===== src/rtl/day7_pkg.sv =====
// Shared types and constants for the day-7 row sequencer.
package day7_pkg;

    typedef enum logic [2:0] {
        StIdle,
        StFetch,
        StWait,
        StIssue,
        StDrain,
        StDone
    } seq_state_t;

    localparam int unsigned DefWidth = 141;
    localparam int unsigned DefRows  = 142;
    localparam int unsigned HIT_W    = 8;
    localparam int unsigned TOTAL_W  = 64;

endpackage


===== src/rtl/day7_hit_accum.sv =====
// Outstanding-row counter and 64-bit splitter-hit accumulator.
module day7_hit_accum
    import day7_pkg::*;
#(
    parameter int unsigned CntW = 9
) (
    input  logic               clk_i,
    input  logic               rst_ni,
    input  logic               clear_i,
    input  logic               issue_i,
    input  logic               hit_valid_i,
    input  logic [HIT_W-1:0]   hit_count_i,
    output logic               outstanding_zero_o,
    output logic [TOTAL_W-1:0] total_o
);

    logic [CntW-1:0]    cnt_q, cnt_d;
    logic [TOTAL_W-1:0] total_q, total_d;
    logic               hit_ok;

    // A response with nothing outstanding is a protocol error and is dropped.
    assign hit_ok = hit_valid_i && (cnt_q != '0);

    always_comb begin
        cnt_d   = cnt_q;
        total_d = total_q;
        if (clear_i) begin
            cnt_d   = '0;
            total_d = '0;
        end else begin
            if (issue_i) begin
                cnt_d = cnt_d + CntW'(1);
            end
            if (hit_ok) begin
                cnt_d   = cnt_d - CntW'(1);
                total_d = total_q + TOTAL_W'(hit_count_i);
            end
        end
    end

    always_ff @(posedge clk_i or negedge rst_ni) begin
        if (!rst_ni) begin
            cnt_q   <= '0;
            total_q <= '0;
        end else begin
            cnt_q   <= cnt_d;
            total_q <= total_d;
        end
    end

    // Reports the post-update count so DRAIN can leave on the final response's cycle.
    assign outstanding_zero_o = (cnt_d == '0);
    assign total_o            = total_q;

endmodule


===== src/rtl/day7_row_sequencer.sv =====
// Row fetch / issue / drain sequencer for the day-7 beam-splitter datapath.
// Optional: define DAY7_SKIP_EMPTY_EN to skip all-zero rows other than row 0.
module day7_row_sequencer
    import day7_pkg::*;
#(
    parameter int unsigned WIDTH  = DefWidth,
    parameter int unsigned ROWS   = DefRows,
    parameter int unsigned ADDR_W = 8
) (
    input  logic               clk,
    input  logic               rst_n,
    input  logic               start,
    output logic               busy,
    output logic               done,
    output logic               mem_rd_en,
    output logic [ADDR_W-1:0]  mem_rd_addr,
    input  logic [WIDTH-1:0]   mem_rd_data,
    output logic               dp_valid,
    input  logic               dp_ready,
    output logic [WIDTH-1:0]   dp_row,
    output logic               dp_first,
    output logic               dp_last,
    input  logic               hit_valid,
    input  logic [HIT_W-1:0]   hit_count,
    output logic [TOTAL_W-1:0] splitters_hit
);

    seq_state_t state_q, state_d;

    logic [ADDR_W-1:0] row_idx_q, row_idx_d;
    logic              busy_q, busy_d;
    logic              done_q, done_d;
    logic              rd_en_q, rd_en_d;
    logic [ADDR_W-1:0] rd_addr_q, rd_addr_d;
    logic              dp_valid_q, dp_valid_d;
    logic [WIDTH-1:0]  dp_row_q, dp_row_d;
    logic              dp_first_q, dp_first_d;
    logic              dp_last_q, dp_last_d;

    logic start_ok;
    logic issue;
    logic is_last;
    logic skip_row;
    logic out_zero;

    assign start_ok = start && ((state_q == StIdle) || (state_q == StDone));
    assign issue    = (state_q == StIssue) && dp_ready;
    assign is_last  = (row_idx_q == ADDR_W'(ROWS - 1));

`ifdef DAY7_SKIP_EMPTY_EN
    assign skip_row = (row_idx_q != '0) && (mem_rd_data == '0);
`else
    assign skip_row = 1'b0;
`endif

    day7_hit_accum #(
        .CntW (ADDR_W + 1)
    ) u_hit_accum (
        .clk_i              (clk),
        .rst_ni             (rst_n),
        .clear_i            (start_ok),
        .issue_i            (issue),
        .hit_valid_i        (hit_valid),
        .hit_count_i        (hit_count),
        .outstanding_zero_o (out_zero),
        .total_o            (splitters_hit)
    );

    always_ff @(posedge clk or negedge rst_n) begin
        if (!rst_n) begin
            state_q    <= StIdle;
            row_idx_q  <= '0;
            busy_q     <= 1'b0;
            done_q     <= 1'b0;
            rd_en_q    <= 1'b0;
            rd_addr_q  <= '0;
            dp_valid_q <= 1'b0;
            dp_row_q   <= '0;
            dp_first_q <= 1'b0;
            dp_last_q  <= 1'b0;
        end else begin
            state_q    <= state_d;
            row_idx_q  <= row_idx_d;
            busy_q     <= busy_d;
            done_q     <= done_d;
            rd_en_q    <= rd_en_d;
            rd_addr_q  <= rd_addr_d;
            dp_valid_q <= dp_valid_d;
            dp_row_q   <= dp_row_d;
            dp_first_q <= dp_first_d;
            dp_last_q  <= dp_last_d;
        end
    end

    always_comb begin
        state_d   = state_q;
        row_idx_d = row_idx_q;
        unique case (state_q)
            StIdle, StDone: begin
                if (start) begin
                    state_d   = StFetch;
                    row_idx_d = '0;
                end
            end
            StFetch: state_d = StWait;
            StWait: begin
                if (skip_row) begin
                    row_idx_d = row_idx_q + ADDR_W'(1);
                    state_d   = is_last ? StDrain : StFetch;
                end else begin
                    state_d = StIssue;
                end
            end
            StIssue: begin
                if (dp_ready) begin
                    row_idx_d = row_idx_q + ADDR_W'(1);
                    state_d   = is_last ? StDrain : StFetch;
                end
            end
            StDrain: begin
                if (out_zero) begin
                    state_d = StDone;
                end
            end
            default: state_d = StIdle;
        endcase
    end

    // Outputs are decoded from the next state and registered alongside it.
    always_comb begin
        busy_d     = (state_d != StIdle) && (state_d != StDone);
        done_d     = (state_d == StDone);
        rd_en_d    = (state_d == StFetch);
        rd_addr_d  = row_idx_d;
        dp_valid_d = (state_d == StIssue);
        dp_row_d   = dp_row_q;
        dp_first_d = dp_first_q;
        dp_last_d  = dp_last_q;
        if ((state_q == StWait) && (state_d == StIssue)) begin
            dp_row_d   = mem_rd_data;
            dp_first_d = (row_idx_q == '0);
            dp_last_d  = is_last;
        end
    end

    assign busy        = busy_q;
    assign done        = done_q;
    assign mem_rd_en   = rd_en_q;
    assign mem_rd_addr = rd_addr_q;
    assign dp_valid    = dp_valid_q;
    assign dp_row      = dp_row_q;
    assign dp_first    = dp_first_q;
    assign dp_last     = dp_last_q;

endmodule


===== config.mk =====
export PLATFORM = sky130hd
export DESIGN_NAME = day7_row_sequencer
export DESIGN_NICKNAME = d
export VERILOG_FILES = /design/src/rtl/day7_pkg.sv /design/src/rtl/day7_hit_accum.sv /design/src/rtl/day7_row_sequencer.sv
export SDC_FILE = /design/constraint.sdc
export NUM_CORES = 1
export LEC_CHECK = 0
export BUFFER_PORTS_ARGS = -buffer_cell sky130_fd_sc_hd__buf_2
export CAP_MARGIN = 20
export CORE_MARGIN = 8
export CORE_UTILIZATION = 55
export DETAILED_ROUTE_END_ITERATION = 10
export PLACE_DENSITY = 0.93
export SLEW_MARGIN = 20
export SYNTH_ARGS = -nofsm -noshare
export SYNTH_HDL_FRONTEND = slang
export SYNTH_HIERARCHICAL = 1
export SYNTH_SLANG_ARGS = --single-unit

===== constraint.sdc =====
create_clock -name clk -period 4.9 [get_ports clk]
set_input_delay 1.225 -clock clk [delete_from_list [all_inputs] [get_ports clk]]
set_output_delay 1.225 -clock clk [all_outputs]
set_load 0.05 [all_outputs]

======== Yosys cells after proc, flatten, opt, wreduce, memory -nomap -nowiden ========
Index checks and enable logic that the tools add are counted.
word-level totals
  register bits ........................... 231
  output and inout bits ................... 219
cells by class
  add/sub/neg operators ................... 4
  equality and inequality tests ........... 12
  multiplexer cells ....................... 14
  reduce and logical (&&, ||, !) cells .... 15
operators with widths
  kind                 number
  $mux 64              2
  $add 64x8->64        1
  $mux 9               4
  $mux 8               2
  $pmux 8 s2           1
  $pmux 3 s5           1
  $mux 3               4
  $add 9x1->9 const B  1
  $eq 3x2->1 const B   3
  $eq 3x3->1 const B   3
  $logic_not 9->1      1
  $reduce_bool 9->1    1
  $sub 9x1->9 const B  1
  $add 8x1->8 const B  1
  $eq 8x8->1 const B   1
  $logic_not 8->1      1
  $eq 3x1->1 const B   2
  $logic_and 1x1->1    5
  $ne 2x2->1 const B   2
  $reduce_bool 2->1    2
  $logic_not 3->1      1
  $ne 3x3->1 const B   1
  $reduce_and 3->1     1
  $reduce_bool 3->1    1
  other kinds (2)      2

======== Longest topological paths before layout ========
  word-level depth ........................ 12
  depth in mapped cells ................... 15

======== By module ========
The synthesis kept the hierarchy.
by module, submodules not included
  module              times used  cells each  area an instance (µm²)  sequential area each (µm²)
  day7_row_sequencer  1           380         6397.4                  3953.8
  day7_hit_accum      1           503         4489.3                  1826.8

======== Least setup slack after synthesis ========
Ideal clock, no wire load.
  path type ............................... input port to flip-flop
  start ................................... in dp_ready
  end ..................................... reg busy_q, in the netlist busy
  library setup time ...................... 0.125 ns
  arrival ................................. 3.803 ns
  data required time ...................... 4.775 ns
  setup slack ............................. 0.972 ns
  stages .................................. 14
  buffers on the path ..................... 2
  cells stage by stage .................... and2_4 > nand3_2 > inv_2 > buf_6 > clkbuf_1 > nand4_1 > xor2_1 > nand4_1 > xnor2_1 > and4_1 > a41o_1 > o211ai_1 > o31ai_1 > mux2_2
between the ends
  cells in the longest elaborated chain, start to end .. 11
RTL lines
  element                                                 line                       RTL
  from (decl)                                             day7_row_sequencer.sv:19   input logic dp_ready,
  $logic_and 1x1->1 *                                     day7_row_sequencer.sv:47   assign issue = (state_q == StIssue) && dp_ready;
  net issue                                               day7_row_sequencer.sv:41   logic issue;
  $mux 9 *                                                day7_hit_accum.sv:31       if (issue_i) begin
  $mux 9 *                                                day7_hit_accum.sv:27       if (clear_i) begin
  $sub 9x1->9                                             day7_hit_accum.sv:35       cnt_d = cnt_d - CntW'(1);
  $mux 9 *                                                day7_hit_accum.sv:34       if (hit_ok) begin
  $mux 9 *                                                day7_hit_accum.sv:27
  $logic_not 9->1 *                                       day7_hit_accum.sv:52       assign outstanding_zero_o = (cnt_d == '0);
  net out_zero                                            day7_row_sequencer.sv:44   logic out_zero;
  $mux 3 *                                                day7_row_sequencer.sv:121  if (out_zero) begin
  $pmux 3 s5 *                                            day7_row_sequencer.sv:98   unique case (state_q)
  $ne 3x3->1 / $reduce_bool 3->1 (equally long branches)  day7_row_sequencer.sv:131  busy_d = (state_d != StIdle) && (state_d != StDone);
  $logic_and 1x1->1 *                                     day7_row_sequencer.sv:131
  net busy_d                                              day7_row_sequencer.sv:31   logic busy_q, busy_d;
  to (signal assigned)                                    day7_row_sequencer.sv:84   busy_q <= busy_d;
  to (decl)                                               day7_row_sequencer.sv:31
Mark *: on every way through the listed nets, which the timed path passes. The rest lies on a longest branch. The select of a mux whose other input is x is not followed.
A chain may end at the register's enable or synchronous reset.

======== Final worst setup path ========
  start ................................... in dp_ready
  end ..................................... reg busy_q, in the netlist busy
between the ends
  cells in the longest elaborated chain, start to end .. 11
RTL lines
  element                                                 line
  $logic_and 1x1->1 *                                     day7_row_sequencer.sv:47
  $mux 9 *                                                day7_hit_accum.sv:31
  $mux 9 *                                                day7_hit_accum.sv:27
  $sub 9x1->9                                             day7_hit_accum.sv:35
  $mux 9 *                                                day7_hit_accum.sv:34
  $mux 9 *                                                day7_hit_accum.sv:27
  $logic_not 9->1 *                                       day7_hit_accum.sv:52
  net out_zero                                            day7_row_sequencer.sv:44
  $mux 3 *                                                day7_row_sequencer.sv:121
  $pmux 3 s5 *                                            day7_row_sequencer.sv:98
  $ne 3x3->1 / $reduce_bool 3->1 (equally long branches)  day7_row_sequencer.sv:131
  $logic_and 1x1->1 *                                     day7_row_sequencer.sv:131
  net busy_d                                              day7_row_sequencer.sv:31
Marked as above.

==> out/qor.yml <==
outcome:
  status: "complete, no violations"
power:
  irDropWorstVdd_mv: 0.6907
  leakagePower_nw: 6.606
  cellPowerDensity_nw_per_um2: 780.3
place:
  post-place-ws_ps: 809.4
  gp_congestion: 0.8944
  port_buffers: 372
  post-dp-hpwl_um: 24140
synth:
  synth_nets: 1052
  yosys.cell_types.count: 61
  syn-instance-count: 883
  postSynthAreaPerCell_um2: 12.33
  yosys.area.top_type_share_pct: 53.10
  syn_area_um2: 10890
  synth_seq_cells: 231
  synth_area_leader_cell: "dfrtp_1"
  ys_warn_count: 6
  synth.area.top_cells: "dfrtp_1, mux2_2, mux2_4"
  yosysSeqAreaShare_pct: 53.10
timing:
  tightestPinTransition_ps: 981.3
  hold_violations: 0
  slew_headroom_pct: 34.51
  fin_skew_ps: 10.28
  period_minus_slack_ps: 3663
  slew_violations: 0
  layout_setup_ws_ps: 1237
  fmax_mhz: 273.0
  fin_crit_sh_pct: 74.75
  rsz0062_at_grt: "false"
  setup_viol: 0
  setup_tns_ps: 0
die:
  die_w_um: 156.7
  io_pins: 373
  dieArea_um2: 24550
  start_util_pct: 55.94
  rows: 51
  die_h_um: 156.7
  core-area_um2: 19460
routing:
  vias_per_cell: 5.765
  num_vias: 8815
  wl_um: 33030
  dr.pass1.iters: 5
  drtIter0Drc: 751
  detail-route-antenna-nets: 0
  wl_per_cell_um: 21.60
  drc: 0
min_path:
  whs_path_depth: 1
  min_path_type: "flop to flop"
  holdPathEnd: "dp_row[114]"
  min_from: "dp_row[114]"
global_route:
  grt_use_total_pct: 25.89
  grt_max_degree: 127
  antenna_found_initial: 3
  grt_pass1_vias: 9150
  grt_overflow: 0
  grt_pass1_wl_um: 50480
setup_path:
  worst_path_max_delay_cell: "mux2_2"
  worstRegToRegCells: 12
  cp.arrival_ps: 4060
  critPathMaxStageDelay_ps: 390
  crit_path_cell_trace: "buf_2, and2_4, nand3_2, inv_2, mux2i_1, ha_1, o211a_2, xor2_1, and4_1, a41o_1, o211ai_1, o31ai_1, mux2_2"
  r2r-start: "state_q[0]"
  crit_path_end_kind: "flop"
  crit_family: "multiplexers"
  regToRegSetupSlack_ps: 1360
  worst-path-max-fanout: 21
  critPathBufInv: 2
  start_kind: "primary input"
  reg2reg_to: "busy"
  worstSetupPathType: "primary input to flop"
  required_ps: 5300
finish:
  area_growth_pct: 24.85
  final_net_count: 1416
  drive_gt1_share_pct: 45.00
  n_fill_cell: 1339
  final_common_cell: "buf_2"
  final_cell_mix: "buf_2, dfrtp_1, mux2_2"
clock_network:
  clk_latency_ps: 510
  clockRootBuffer: "clkbuf_16"
  cts_setup_buffers: 0
  path_clk_slew_ps: 60
  cts_max_level: 1
  cts_hold_buf: 0
  cts_buffers: 24
  clockBufferDepth: 3
  cts_sinks: 231
  cts_resized: 0
  cts_tree: "built"
flow_run:
  cap_violations: 0
==> through the flow <==
step	hold WS, ps	total power, mW	utilization (%)	area (um2)	std cells
2_1_floorplan	501.5	7.555	-	10890	883
3_3_place_gp	484.1	8.652	66.04	12850	1486
3_5_place_dp	487.7	8.847	66.04	12850	1486
4_1_cts	504.6	10.63	69.78	13580	1525
5_1_grt	514.9	11.05	69.81	13590	1527
6_report	505.3	10.61	69.84	13590	1529
==> flip-flops by register name (all words and copies together), names as in the netlist, 3 cells and up <==
register,cells
dp_row,141
state_q,3
mem_rd_addr,8
u_hit_accum/cnt_q,9
u_hit_accum/total_o,64
==> power breakdown <==
part / leakage (nW) / total, mW / switching (mW) / internal [mW]
sequential: 2.86 / 3.16 / 0.517 / 2.64
clock: 0.356 / 1.72 / 0.726 / 0.997
combinational: 3.39 / 5.72 / 3.97 / 1.75
total: 6.61 / 10.6 / 5.21 / 5.39
==> synthesized netlist by cell type (all sizes together) <==
master	instances
a21oi	52
nor4	8
and3	14
nand2	43
buf	22
or2	1
and4b	1
a31o	2
mux2i	1
nand3	32
a32oi	1
o2111ai	11
nor2b	3
and2	4
nand2b	3
or4	17
or4b	1
o32ai	1
nand4	17
mux2	144
a31oi	2
nand4b	2
xnor2	16
nor4b	1
o21bai	3
a41o	2
o211ai	8
nor3b	1
o31ai	16
a211oi	6
or3	21
xor2	33
a21o	5
ha	14
dfrtp	231
o21a	3
fa	1
nor3	10
o211a	1
and4	9
clkbuf	19
o21ai	34
inv	24
nor2	43
==> cell type report <==
cell class / count / area [um2] / area share, %
diodes: 4 / 10.01 / 0.07364
clock buffers: 35 / 671.9 / 4.943
clock inverters: 4 / 56.30 / 0.4142
inverters: 24 / 90.09 / 0.6628
multi-input cells: 587 / 4702 / 34.59
flip-flops and latches: 231 / 5781 / 42.53
well taps: 265 / 331.6 / 2.439
repair buffers: 379 / 1949 / 14.34
==> routing by layer <==
metal	vias to the layer above	global-route usage, %	share of wire, %
met4	2	9.199	3.1
met5	-	0	0.039
li1	3939	-	-
met3	86	6.481	8.8
met1	4323	30.97	37
met2	465	44.56	51
==> how the worst max path moves through the flow <==
stage | start | endpoint | cells past startpoint
final | dp_ready | busy | 13
after global routing | dp_ready | busy | 13
after CTS | dp_ready | busy | 13
after detailed placement | dp_ready | busy | 13
after global placement | dp_ready | busy | 13
after floorplan | dp_ready | busy | 14
==> logic make-up after synthesis <==
family | Yosys count | synth area share [%]
multiplexers | 145 | 16.99
buffers and inverters | 65 | 3.724
XOR/XNOR | 49 | 3.942
AND/OR/NAND/NOR | 231 | 12.01
adder cells (fa/ha/maj) | 15 | 1.793
AO/OA/AOI/OAI | 147 | 8.447
flip-flops | 231 | 53.10
==> worst register-to-register path, cell delays in order, from the launching register on <==
cell and delay, ps:
dfrtp_1 580, and2_4 250, nand3_2 110, inv_2 310, mux2i_1 350, ha_1 310
o211a_2 250, xor2_1 230, and4_1 220, a41o_1 190, o211ai_1 100, o31ai_1 140
mux2_2 390
(Power assumes the default switching activity.)
